--- config.mk ---
export PLATFORM = sky130hd
export DESIGN_NAME = parity_steer_router
export DESIGN_NICKNAME = d
export VERILOG_FILES = /design/src/rtl/parity_steer_router.sv
export SDC_FILE = /design/constraint.sdc
export NUM_CORES = 1
export LEC_CHECK = 0
export ABC_AREA = 0
export CORE_MARGIN = 2
export CORE_UTILIZATION = 36
export DETAILED_ROUTE_END_ITERATION = 12
export GPL_TIMING_DRIVEN = 0
export PLACE_DENSITY = 0.76
export REMOVE_ABC_BUFFERS = 1
export SYNTH_ARGS = -nofsm -noshare
export SYNTH_HDL_FRONTEND = slang
export SYNTH_SLANG_ARGS = --single-unit
--- constraint.sdc ---
create_clock -name clk -period 1.5 [get_ports clk]
set_input_delay 0.45 -clock clk [delete_from_list [all_inputs] [get_ports clk]]
set_output_delay 0.45 -clock clk [all_outputs]
set_load 0.01 [all_outputs]
--- src/rtl/parity_steer_router.sv ---
// Lane selector with parity-steered destination, delivered through one valid/ready stage.
// Optional per-channel drain counters are built when ROUTER_STATS_EN is defined.
module parity_steer_router #(
    parameter int unsigned WIDTH = 8,
    parameter int unsigned N_CH  = 4,
    parameter int unsigned PAR_W = 4,
    parameter int unsigned CNT_W = 8,
    localparam int unsigned SEL_W = $clog2(N_CH)
) (
    input  logic                    clk,
    input  logic                    rst_n,
    input  logic [N_CH*WIDTH-1:0]   in_data,
    input  logic [SEL_W-1:0]        in_sel,
    input  logic [PAR_W-1:0]        in_par_data,
    input  logic                    in_valid,
    output logic                    in_ready,
    output logic [N_CH*WIDTH-1:0]   out_data,
    output logic [N_CH-1:0]         out_valid,
    input  logic [N_CH-1:0]         out_ready,
    output logic [SEL_W-1:0]        route_dest
`ifdef ROUTER_STATS_EN
    ,
    input  logic                    cnt_clr,
    output logic [N_CH*CNT_W-1:0]   cnt_flat
`endif
);

    typedef enum logic {
        ST_EMPTY = 1'b0,
        ST_FULL  = 1'b1
    } state_t;

    state_t                  state_q, state_d;
    logic [N_CH*WIDTH-1:0]   out_data_q, out_data_d;
    logic [N_CH-1:0]         out_valid_q, out_valid_d;
    logic [SEL_W-1:0]        route_dest_q, route_dest_d;

    logic                    full;
    logic                    drain;
    logic                    accept;
    logic                    par;
    logic [SEL_W-1:0]        dest;
    logic [WIDTH-1:0]        payload;

    // Next-state, steering and stage update
    always_comb begin
        state_d      = state_q;
        out_data_d   = out_data_q;
        out_valid_d  = out_valid_q;
        route_dest_d = route_dest_q;
        payload      = '0;

        full     = (state_q == ST_FULL);
        drain    = full & out_ready[route_dest_q];
        in_ready = ~full | out_ready[route_dest_q];
        accept   = in_valid & in_ready;
        par      = ^in_par_data;
        dest     = par ? in_sel : ~in_sel;

        for (int k = 0; k < int'(N_CH); k++) begin
            if (in_sel == SEL_W'(k)) payload = in_data[k*WIDTH +: WIDTH];
        end

        case (state_q)
            ST_EMPTY: begin
                if (accept) state_d = ST_FULL;
            end
            ST_FULL: begin
                if (drain && !accept) state_d = ST_EMPTY;
            end
            default: state_d = ST_EMPTY;
        endcase

        if (accept) begin
            route_dest_d = dest;
            for (int k = 0; k < int'(N_CH); k++) begin
                out_valid_d[k]              = (dest == SEL_W'(k));
                out_data_d[k*WIDTH +: WIDTH] = (dest == SEL_W'(k)) ? payload : '0;
            end
        end else if (drain) begin
            out_valid_d = '0;
            out_data_d  = '0;
        end
    end

    always_ff @(posedge clk or negedge rst_n) begin
        if (!rst_n) begin
            state_q      <= ST_EMPTY;
            out_data_q   <= '0;
            out_valid_q  <= '0;
            route_dest_q <= '0;
        end else begin
            state_q      <= state_d;
            out_data_q   <= out_data_d;
            out_valid_q  <= out_valid_d;
            route_dest_q <= route_dest_d;
        end
    end

    assign out_data   = out_data_q;
    assign out_valid  = out_valid_q;
    assign route_dest = route_dest_q;

`ifdef ROUTER_STATS_EN
    logic [CNT_W-1:0] cnt_q [N_CH];
    logic [CNT_W-1:0] cnt_d [N_CH];

    // Saturating drain counters; clear has priority over increment
    always_comb begin
        for (int k = 0; k < int'(N_CH); k++) begin
            cnt_d[k] = cnt_q[k];
            if (cnt_clr) begin
                cnt_d[k] = '0;
            end else if (drain && (route_dest_q == SEL_W'(k)) && (cnt_q[k] != {CNT_W{1'b1}})) begin
                cnt_d[k] = cnt_q[k] + CNT_W'(1);
            end
        end
    end

    always_ff @(posedge clk or negedge rst_n) begin
        if (!rst_n) begin
            for (int k = 0; k < int'(N_CH); k++) cnt_q[k] <= '0;
        end else begin
            for (int k = 0; k < int'(N_CH); k++) cnt_q[k] <= cnt_d[k];
        end
    end

    always_comb begin
        for (int k = 0; k < int'(N_CH); k++) cnt_flat[k*CNT_W +: CNT_W] = cnt_q[k];
    end
`endif

endmodule

==> reports/summary.md <==
Derived from the worst setup path, the maximum achievable clock frequency is 570 MHz. IR analysis of the VDD net gives a maximum drop of 670 µV. The switching power summed over all nets was 1580 µW. The run gives 0 as the remaining global-route overflow.

The cell class contributing the biggest share of worst-path delay is flip-flops. The area added between synthesis and finish is 82.7%. The filler cell count in the final layout was 339; the number of distinct library cells after synthesis was 18. Using the TritonRoute via totals, the vias-per-cell ratio works out to 5.47.

The reg-to-reg endpoint is out_data[0]. The floorplan step set the die width to 73.6 µm. The count of nets left with antenna violations once routing finished came out at 0. Across all hold checks on the routed design, the worst slack comes to 0.277 ns. Switching share of power: 0.378.

Final period utilization: 1.17. The tools report the DRC violation total after the first TritonRoute iteration as 61. For the final routed database, the setup TNS stands at -5.38 ns.

For this design the static power due to leakage is 0.00147 µW. The clock tree synthesis step divided the H-tree into 2 levels. The final cell count without fillers was 283; the endpoint arrival time on the critical path was 1.30 ns. The run gives 0 as the DRC violation count after routing. The tools report the hold violation count in the final report as 0.

Aggregate global-route resource usage: 0.197. Dividing the detail-routed wire length by the instance count gives 19.3 µm. The quantity of I/O buffers inserted on ports is 83.

The run gives 2610 µW as the internal power contribution. 0 antenna diodes ended up in the layout. In the layout the commonest cells are 43 x dlygate4sd2_1, 37 x dfrtp_1, 32 x clkdlybuf4s50_1.

The run finished, with violations left. Data on the critical path is required at its endpoint by 1.05 ns. TritonCTS built the clock tree. Buffer type at the clock tree root: clkbuf_8. The proportion of layout cells with a drive suffix above 1 was 0.402; the worst slew margin relative to its limit was 0.426. For the HPWL reported at the end of detailed placement, the log shows 3280 µm. The critical-path maximum fanout works out to 4. Counting along the longest clock path gives a buffer depth of 2.

Category of the most critical setup path: register to output port. In this run the vertical extent of the chip is 73.6 µm. The portion of the post-synthesis area used by sequential elements is 0.559. The synthesized design contains 39 register bits. The fraction of power consumed by the clock network came out at 0.150. A synthesized cell averages 14.1 µm².

Setup repair after global routing could not meet its margin everywhere. The tools report the floorplan die area as 0.00542 mm². The first global-routing pass estimated 7910 µm of wire. The final reports fail on negative setup slack.

The sequential share of power came out at 0.349. The detailed-route wire length came out at 5460 µm. The number of max-capacitance violations reported is 0, and the number of optimization iterations in the first detailed-route pass is 4. Hold buffer count at cts: 0.

The core region area is 0.00469 mm², and the final max-slew violation count is 0. The number of antenna violations at the first check in global routing was 0; the number of buffer and inverter stages on the critical path was 1. The largest stage delay on the critical path is 0.47 ns.

The worst register-to-register path has a depth of 6. For this design the top-level I/O count stands at 84. After clock tree synthesis, the clock-pin slew on the worst setup and hold paths is 0.07 ns.

The launching element type of the critical path is a register. The setup slack after layout was -0.255 ns; the final weighted congestion in routability-driven placement was 0.703. The routed design could run at a clock period as short as 1.75 ns. Setup violations remaining at the end of the flow were counted as 40.

In this run, placement finished with an instance count of 256. For the worst-skew pair, the clock arrives at the later sink with an insertion delay of 0.28 ns. The worst reg2reg path startpoint was route_dest[1].

For the number of clock buffers inserted by TritonCTS, the log shows 5. The combinational share of power was 0.501. The effective utilization at floorplan came out at 0.372. Among all stages on the critical path, the largest delay is contributed by dfrtp_2. Entering global routing, the biggest net connects 40 pins. For flop-to-flop paths, the worst setup slack is -0.19 ns. For the pin with the worst max-slew slack, the measured transition is 0.862 ns. In this run the power density over the cells is 1310 mW/mm². For the total of warnings raised by yosys, the log shows 0. The net count of the finished layout is 275. After synthesis the cells add up to 0.00175 mm².

The total number of clock tree sinks is 39, and the total vias in the final route is 1548. The cell count after synthesis came out at 124. The clock skew after layout is 0.00476 ns.

At the placement stage, the worst setup path has a slack of -1.12 ns. The number of cell rows is 25. The worst hold path belongs to the class input port to asynchronous set/reset pin.

The kind of end point of the critical path is an output port. The number of global-route vias before repair was 1527. Traced cell by cell, the critical path runs through mux2i_4, a22oi_2, buf_2. The overall power consumption is 4190 µW. The leading cell type in the layout, fill and taps excluded is dlygate4sd2_1.
[cell type report]
| class | count | area, µm² | share of cell area |
|---|---|---|---|
| flip-flops and latches | 39 | 978 | 0.307 |
| repair buffers | 102 | 958 | 0.301 |
| inverters | 1 | 3.75 | 0.00118 |
| clock buffers | 6 | 72.6 | 0.0228 |
| well taps | 54 | 67.6 | 0.0212 |
| multi-input cells | 81 | 1110 | 0.348 |
[sequential cells by signal, indices dropped and copies added, names as in the netlist]
name and flops:
out_valid 4, route_dest 2, full 1, out_data 32
[what timing repair did]
item                                    CTS  global route
endpoints found under the hold margin     0             0
endpoints found under the setup margin   77            40
pin swaps                                 5             1
gates cloned                              0             3
gates resized for setup                  88            48
setup buffers                            14             4
[through the flow]
stage,utilization,area [µm²]
6_report,0.680,3190
2_1_floorplan,-,1720
4_1_cts,0.624,2930
5_1_grt,0.680,3190
3_3_place_gp,0.557,2620
3_5_place_dp,0.557,2620
[cell families (layout without fill, tap and decap cells)]
family                    Yosys count  after routing  synth area share
muxes                              14             14             0.146
AOI/OAI and AO/OA                  41             44             0.201
DFF                                39             39             0.559
xor gates and xnor gates            5              5            0.0294
and+or+nand+nor                    18             18            0.0459
buffers and inverters               7            109            0.0186
[synth_stat cells]
library cell	count	share of area
nand2_1	10	0.022
mux2i_2	4	0.032
o2bb2ai_1	36	0.18
a221oi_1	1	0.0050
mux2i_1	2	0.011
xnor2_2	1	0.0093
nor2b_1	3	0.011
mux4_2	8	0.10
buf_2	5	0.014
o21ai_2	1	0.0050
nor2_1	3	0.0065
and2_1	2	0.0072
inv_1	1	0.0021
xnor2_1	4	0.020
clkbuf_1	1	0.0021
a21oi_1	2	0.0057
a22oi_1	1	0.0043
dfrtp_1	39	0.56
[worst max path at each step]
stage	start	endpoint	slack, ns	cells past startpoint
2_1_floorplan	route_dest[1]	out_data[0]	-0.39	4
3_3_place_gp	out_ready[3]	out_data[0]	-1.52	5
3_5_place_dp	in_sel[0]	out_data[10]	-1.12	4
4_1_cts	route_dest[1]	in_ready	-0.24	3
5_1_grt	route_dest[1]	in_ready	-0.30	3
6_report	route_dest[1]	in_ready	-0.25	3
[worst reg2reg max path, stage by stage, from the launching register on]
cell       delay, ns
dfrtp_2         0.47
mux2i_4         0.21
buf_4           0.14
a221oi_4        0.32
buf_6           0.23
nand2_4         0.09
o2bb2ai_1       0.15
[power groups by stage]
stage               logic [µW]  registers [µW]  clock network [µW]
CTS                       1620            1430                 644
global placement          1430            1430                   0
finish                    2100            1460                 628
floorplan                  565            1520                   0
global route              2230            1490                 691
detailed placement        1460            1430                   0
[metal layers]
metal | global-route usage | part of all wire | up-vias
met3 | 0.0302 | 0.030 | 7
met4 | 0.0687 | 0.015 | 0
met1 | 0.242 | 0.41 | 799
met2 | 0.350 | 0.55 | 44
met5 | 0 | 0 | -
li1 | - | - | 698
Power figures use the tool's default switching activity.
